File: src/rtl/dsp_mac_p.sv
// Systolic-array MAC cell: forwarded operand registers, product register, saturating
// accumulator, and a scaled/rounded/saturated drain with bubble-free restart.
module dsp_mac_p #(
  parameter int DW    = 16,
  parameter int AW    = 40,
  parameter int OW    = 16,
  parameter int SHIFT = 0,
  parameter int RND   = 0,
  parameter int CW    = 8
) (
  input  logic          clk,
  input  logic          rst_n,
  input  logic [DW-1:0] a_value,
  input  logic [DW-1:0] b_value,
  input  logic          aen,
  input  logic          ben,
  input  logic          men,
  input  logic          sen,
  input  logic          start,
  input  logic          sreset,
  output logic [DW-1:0] a_fwd,
  output logic [DW-1:0] b_fwd,
  output logic [OW-1:0] s_out,
  output logic          sat,
  output logic          acc_sat,
  output logic [CW-1:0] cnt,
  output logic          s_valid
);

  localparam int          RSH    = (SHIFT > 0) ? SHIFT - 1 : 0;
  localparam logic [AW:0] RCONST = ((RND != 0) && (SHIFT > 0)) ?
                                   ({{AW{1'b0}}, 1'b1} << RSH) : {(AW+1){1'b0}};

  function automatic logic [AW-1:0] sat_aw(input logic [AW:0] v);
    logic [AW-1:0] res;
    if (v[AW] != v[AW-1]) begin
      res = v[AW] ? {1'b1, {(AW-1){1'b0}}} : {1'b0, {(AW-1){1'b1}}};
    end else begin
      res = v[AW-1:0];
    end
    return res;
  endfunction

  // Returns {clamped, value}: clamps when the bits above the OW-bit sign are not a pure sign extension.
  function automatic logic [OW:0] sat_ow(input logic [AW:0] v);
    logic [AW-OW+1:0] upper;
    logic [OW:0]      res;
    upper = v[AW:OW-1];
    if (!((&upper) || !(|upper))) begin
      res = {1'b1, (v[AW] ? {1'b1, {(OW-1){1'b0}}} : {1'b0, {(OW-1){1'b1}}})};
    end else begin
      res = {1'b0, v[OW-1:0]};
    end
    return res;
  endfunction

  logic [DW-1:0]   a_post_q, a_post_d, b_post_q, b_post_d;
  logic [2*DW-1:0] m_int_q, m_int_d, prod;
  logic [AW-1:0]   acc_q, acc_d, acc_next;
  logic            acc_sat_q, acc_sat_d;
  logic [CW-1:0]   cnt_q, cnt_d;
  logic [OW-1:0]   s_out_q, s_out_d;
  logic            sat_q, sat_d, s_valid_q, s_valid_d;
  logic [AW:0]     m_ext, sum;
  logic            aw_clamp;
  logic signed [AW:0] rnd_sum, shifted;
  logic [OW:0]     ow_res;

  // Datapath and next-state for every register of the cell.
  always_comb begin
    prod     = {{DW{a_post_q[DW-1]}}, a_post_q} * {{DW{b_post_q[DW-1]}}, b_post_q};
    m_ext    = {{(AW+1-2*DW){m_int_q[2*DW-1]}}, m_int_q};
    sum      = {acc_q[AW-1], acc_q} + m_ext;
    aw_clamp = sen && (sum[AW] != sum[AW-1]);
    if (sen) begin
      acc_next = sat_aw(sum);
    end else begin
      acc_next = acc_q;
    end
    rnd_sum = {acc_next[AW-1], acc_next} + RCONST;
    shifted = rnd_sum >>> SHIFT;
    ow_res  = sat_ow(shifted);

    if (aen) begin
      a_post_d = a_value;
    end else begin
      a_post_d = a_post_q;
    end
    if (ben) begin
      b_post_d = b_value;
    end else begin
      b_post_d = b_post_q;
    end
    if (men) begin
      m_int_d = prod;
    end else begin
      m_int_d = m_int_q;
    end

    // A restart seeds the new run with this cycle's product so no term slot is lost.
    if (start || sreset) begin
      acc_d     = sen ? m_ext[AW-1:0] : {AW{1'b0}};
      cnt_d     = CW'(sen);
      acc_sat_d = 1'b0;
    end else if (sen) begin
      acc_d     = acc_next;
      cnt_d     = (&cnt_q) ? cnt_q : cnt_q + CW'(1'b1);
      acc_sat_d = acc_sat_q | aw_clamp;
    end else begin
      acc_d     = acc_q;
      cnt_d     = cnt_q;
      acc_sat_d = acc_sat_q;
    end

    if (sreset) begin
      s_out_d = ow_res[OW-1:0];
      sat_d   = ow_res[OW] | acc_sat_q | aw_clamp;
    end else begin
      s_out_d = s_out_q;
      sat_d   = sat_q;
    end
    s_valid_d = sreset;
  end

  // State registers; reset clears everything, including the forwarded operands.
  always_ff @(posedge clk or negedge rst_n) begin
    if (!rst_n) begin
      a_post_q  <= '0;
      b_post_q  <= '0;
      m_int_q   <= '0;
      acc_q     <= '0;
      acc_sat_q <= 1'b0;
      cnt_q     <= '0;
      s_out_q   <= '0;
      sat_q     <= 1'b0;
      s_valid_q <= 1'b0;
    end else begin
      a_post_q  <= a_post_d;
      b_post_q  <= b_post_d;
      m_int_q   <= m_int_d;
      acc_q     <= acc_d;
      acc_sat_q <= acc_sat_d;
      cnt_q     <= cnt_d;
      s_out_q   <= s_out_d;
      sat_q     <= sat_d;
      s_valid_q <= s_valid_d;
    end
  end

  assign a_fwd   = a_post_q;
  assign b_fwd   = b_post_q;
  assign s_out   = s_out_q;
  assign sat     = sat_q;
  assign acc_sat = acc_sat_q;
  assign cnt     = cnt_q;
  assign s_valid = s_valid_q;

endmodule
File: config.mk
export PLATFORM = sky130hd
export DESIGN_NAME = dsp_mac_p
export DESIGN_NICKNAME = d
export VERILOG_FILES = /design/src/rtl/dsp_mac_p.sv
export SDC_FILE = /design/constraint.sdc
export NUM_CORES = 1
export LEC_CHECK = 0
export CAP_MARGIN = 15
export CORE_UTILIZATION = 45
export DETAILED_ROUTE_END_ITERATION = 16
export PLACE_DENSITY_LB_ADDON = 0.25
export SYNTH_ARGS = -nofsm -noshare
export SYNTH_HDL_FRONTEND = slang
export SYNTH_SLANG_ARGS = --single-unit
File: constraint.sdc
create_clock -name clk -period 14.2 [get_ports clk]
set_clock_uncertainty 0.1 [all_clocks]
set_input_delay 4.26 -clock clk [delete_from_list [all_inputs] [get_ports clk]]
set_output_delay 4.26 -clock clk [all_outputs]
set_load 0.005 [all_outputs]
* After elaboration in Yosys (flattened, before gate mapping)
Index checks and enable logic that the tools add are counted.
Storage, ports and cells: memories 0, register bits after elaboration 131, logic and storage cells 39, memory bits (writable) 0, ROM bits 0, latch bits 0
Cells by class: shift operators 0, div/mod/pow operators 0, equal/unequal tests 2, magnitude comparators 0, bitwise logic cells 3, $mul 1, reduce and logical (&&, ||, !) cells 9, $add $sub $neg 2, mux-type cells 13
Operator list (count):
- 2-to-1 mux 40 bit | 6
- adder 40 x 32 -> 41 bit | 1
- multiplier 16 x 16 -> 32 bit | 1
- AND reduction 25 bit | 1
- OR reduction 25 bit | 1
- 2-to-1 mux 8 bit | 3
- 2-to-1 mux 17 bit | 1
- 2-to-1 mux 16 bit | 1
- adder 8 x 1 -> 8 bit, second input constant | 1
- AND reduction 8 bit | 1
- OR 1 bit | 3
- logical OR 1 bit | 2
- 2-to-1 mux 1 bit | 2
- != test 2 bit, second input constant | 1
- AND reduction 2 bit | 1
- nonzero test 2 bit | 1
- logical AND 1 bit | 1
- logical NOT 1 bit | 1
- != test 1 bit | 1

* Longest topological paths before layout
depth in word-level cells 10, depth in mapped cells 31

* Least setup slack after synthesis
OpenSTA, ideal clock, no wires.
kind register to register, from register a_post_q[15], in the netlist a_fwd[15], to register m_int_q[30], data required time 13.975 ns, data arrival time 6.414 ns, clock period less this slack 6.638 ns, cell stages (with the launch flop) 30, setup slack 7.562 ns, cell sequence dfrtp_1 -> clkbuf_1 -> nand2_1 -> inv_1 -> fa_1 -> inv_1 -> fa_1 -> fa_1 -> inv_1 -> fa_1 -> fa_1 -> inv_1 -> fa_1 -> inv_1 -> ha_1 -> a21o_1 -> a21o_1 -> a21o_1 -> a21oi_1 -> nor2b_1 -> o21ai_0 -> nand2b_1 -> a21oi_1 -> o31a_1 -> o21bai_1 -> a21o_1 -> a21o_1 -> a21oi_1 -> xnor2_1 -> mux2_2
Between the ends: word-level cells in the longest chain between the ends 1
RTL lines:
- start: declaration | line 57 | logic [DW-1:0] a_post_q, a_post_d, b_post_q, b_post_d;
- start signal: assignment | line 138 | a_post_q <= a_post_d;
- multiplier 16 x 16 -> 32 bit | line 71 | prod = {{DW{a_post_q[DW-1]}}, a_post_q} * {{DW{b_post_q[DW-1]}}, b_post_q};
- end signal: assignment | line 140 | m_int_q <= m_int_d;
- end: declaration | line 58 | logic [2*DW-1:0] m_int_q, m_int_d, prod;
Every way passes these cells. A chain may end at the register's enable or synchronous reset.

* Worst setup path after layout
from register b_post_q[4], in the netlist b_fwd[4], to register m_int_q[30]
Between the ends: word-level cells in the longest chain between the ends 1
RTL lines:
- start: declaration | line 57
- start signal: assignment | line 139 | b_post_q <= b_post_d;
- multiplier 16 x 16 -> 32 bit | line 71
Every way passes these cells.

==> run metrics <==
run status=completed; Synth Area in Simple Gates=14.9%; Row Count=75; DRC=0; Hold Path End=acc_sat; First DRT Iteration DRCs=1057; I/O pin total=99; Worst Hold Depth=2; Yosys cell types=98; Final setup viols=0; layout cells sized above 1=7.09%; Worst-Margin Slew=1090 ps; final net count=2599; Clk Latency, worst-skew pair=480 ps; Initial Util=45.7%; number of antenna violations at the first check in global routing=0; antenna viol nets, final=0; Worst Path Required=14450 ps; CP Launch Type=register; hold_ws=423 ps; Storage cell area=0.00328 mm2; XOR/XNOR Fraction of Synth Area=3.42%; Worst R2R Path Depth=24; EDFF count, synth=0; Syn Inst Count=2147; setup bufs post-CTS=0; # hold bufs at CTS=0; chip width=209 um; most common cell after layout, fill and taps aside=inv_1; ANT cells=0; Arrival @ worst endpoint=7440 ps; YS warnings=0; Critical R2R Launch=b_fwd[4]; Final period util=50.6%; RR Endpoint=m_int_q[30]; post-synthesis adder-cell area fraction=36.2%; CTS clk-pin slew, worst paths=70 ps; Slew Limit Fails=0; post-synthesis mux area share=4.50%; TritonCTS Sinks=131; clk buf depth=2; die area=0.0435 mm2; HP Start=acc_sat; area added between synthesis and finish=9.93%; PortBufs=98; Post-CTS Resized=0; Fill cells=4019; synthesized area per cell=8.94 um2; Max Cap Viol=0; First-pass DRT Iterations=6; RSZ-0062 raised after global routing=false; post-DR wirelength/cell=18.3 um; CTS tree=yes; WS Path Type=reg -> reg; core area=0.0420 mm2; combinational family with the most area after synthesis=adder cells; complex-gate fraction of the synthesized area=14.5%; GR Util All Layers=24.5%; relative slew slack=27.5%; CP Capture Type=register; Die Y=209 um; CTS buffer count=17; clock root buffer=clkbuf_16; Via density=5.56; wirelength, routed=49.9 mm; utilization after layout=50.2%; Synth Flop Type=dfrtp_1; Post-Syn Area=0.0192 mm2; first-pass GRT wire length=84.0 mm; setup TNS=0 ps; worst hold path class=reg -> reg; reg2reg setup slack=7010 ps; vias in the first global route=16.1k; Net Count, Synth=2573; via count=15.2k; #FFs+latches synth=131; sequential fraction of the synthesis area=17.1%; f_max=139 MHz; Final Critical Period=7190 ps; Max FO, Critical Path=18; fraction of registers with async set/reset=100%; grt total ovfl=0; RD Place Congestion=0.916; Fin. Hold Viols=0; largest net degree at the start of global routing=84; H-tree levels=4; most frequent cells in the layout=inv_1, fa_1, nand2_1, dfrtp_1, and2_1; area taken by multi-input logic gates=0.0141 mm2; Detail Placement HPWL=38.8 mm
## stage by stage
step	cells	setup WS (ps)	instance area, um2
floorplan	2147	7560	19200
detailed placement	2693	6730	20500
CTS	2725	7020	21100
finish	2725	7010	21100
global placement	2693	6800	20500
global route	2725	6560	21100
## cell type report
type	instances	area share, %
Clock inverter	14	0.896
Inverter	362	6.44
Multi-Input combinational cell	1554	66.9
Sequential cell	131	15.5
Clock buffer	18	2.03
Tap cell	539	3.20
Timing Repair Buffer	107	4.95
## worst max-delay path: stages, from the launching register on
cell,delay [ps]
dfrtp_1,820
nand2_1,300
fa_1,610
inv_1,80
fa_1,790
inv_1,180
fa_1,460
fa_1,550
inv_1,60
fa_1,520
inv_1,50
fa_1,480
inv_1,40
ha_1,350
nor2b_1,160
o21ai_0,170
nand2b_1,80
a21oi_1,150
o31a_1,190
o21bai_1,80
a21o_1,200
a21o_1,170
a21oi_1,170
xnor2_1,80
mux2_2,250
## Yosys cell counts, drive strengths merged (21+ instances only)
| master | n | share of area (%) |
|---|---|---|
| nor2 | 86 | 1.7 |
| a21oi | 110 | 3.2 |
| clkbuf | 81 | 1.6 |
| nand2 | 243 | 4.8 |
| o211ai | 21 | 0.85 |
| a21o | 34 | 1.3 |
| and2 | 127 | 4.2 |
| mux2 | 63 | 3.7 |
| xor2 | 22 | 1.0 |
| nor3 | 23 | 0.63 |
| nand3 | 31 | 0.81 |
| fa | 263 | 27 |
| inv | 360 | 7.0 |
| xnor2 | 53 | 2.4 |
| o21ai | 105 | 2.8 |
| nand4 | 21 | 0.75 |
| dfrtp | 131 | 17 |
| o22ai | 23 | 0.75 |
| ha | 123 | 8.0 |
## how the worst max path moves through the flow
stage / depth (start not counted) / slack [ps] / to / start
6_report: 24 / 7010 / m_int_q[30] / b_fwd[4]
2_1_floorplan: 29 / 7560 / m_int_q[30] / a_fwd[15]
3_3_place_gp: 7 / 6800 / s_out[9] / sen
3_5_place_dp: 7 / 6730 / s_out[11] / sen
5_1_grt: 28 / 6560 / m_int_q[30] / b_fwd[1]
4_1_cts: 24 / 7020 / m_int_q[30] / b_fwd[4]
## layer usage
metal	global-route usage (%)	vias up	share of wire (%)
li1	-	7038	-
met1	32.6	7619	44
met2	40.5	432	48
met3	4.06	74	5.6
met4	8.20	0	2.3
met5	0	-	0
## kinds of logic (layout without fill, tap and decap cells)
logic type               after synthesis  in the layout
AO/OA/AOI/OAI                        409            409
AND/OR/NAND/NOR                      591            591
XOR/XNOR                              75             75
multiplexers                          78             78
adder cells (fa/ha/maj)              401            401
buffers and inverters                462            501
flip-flops                           131            131
## flip-flops by register name, summed over array words and instances (netlist names), 8 cells and up
register and count:
cnt 8, a_fwd 16, b_fwd 16, m_int_q 32, acc_q 40, s_out 16
Power is left out: the tool's default activity adds up to more than one toggle a clock period on the data nets, which glitch-free logic cannot reach.
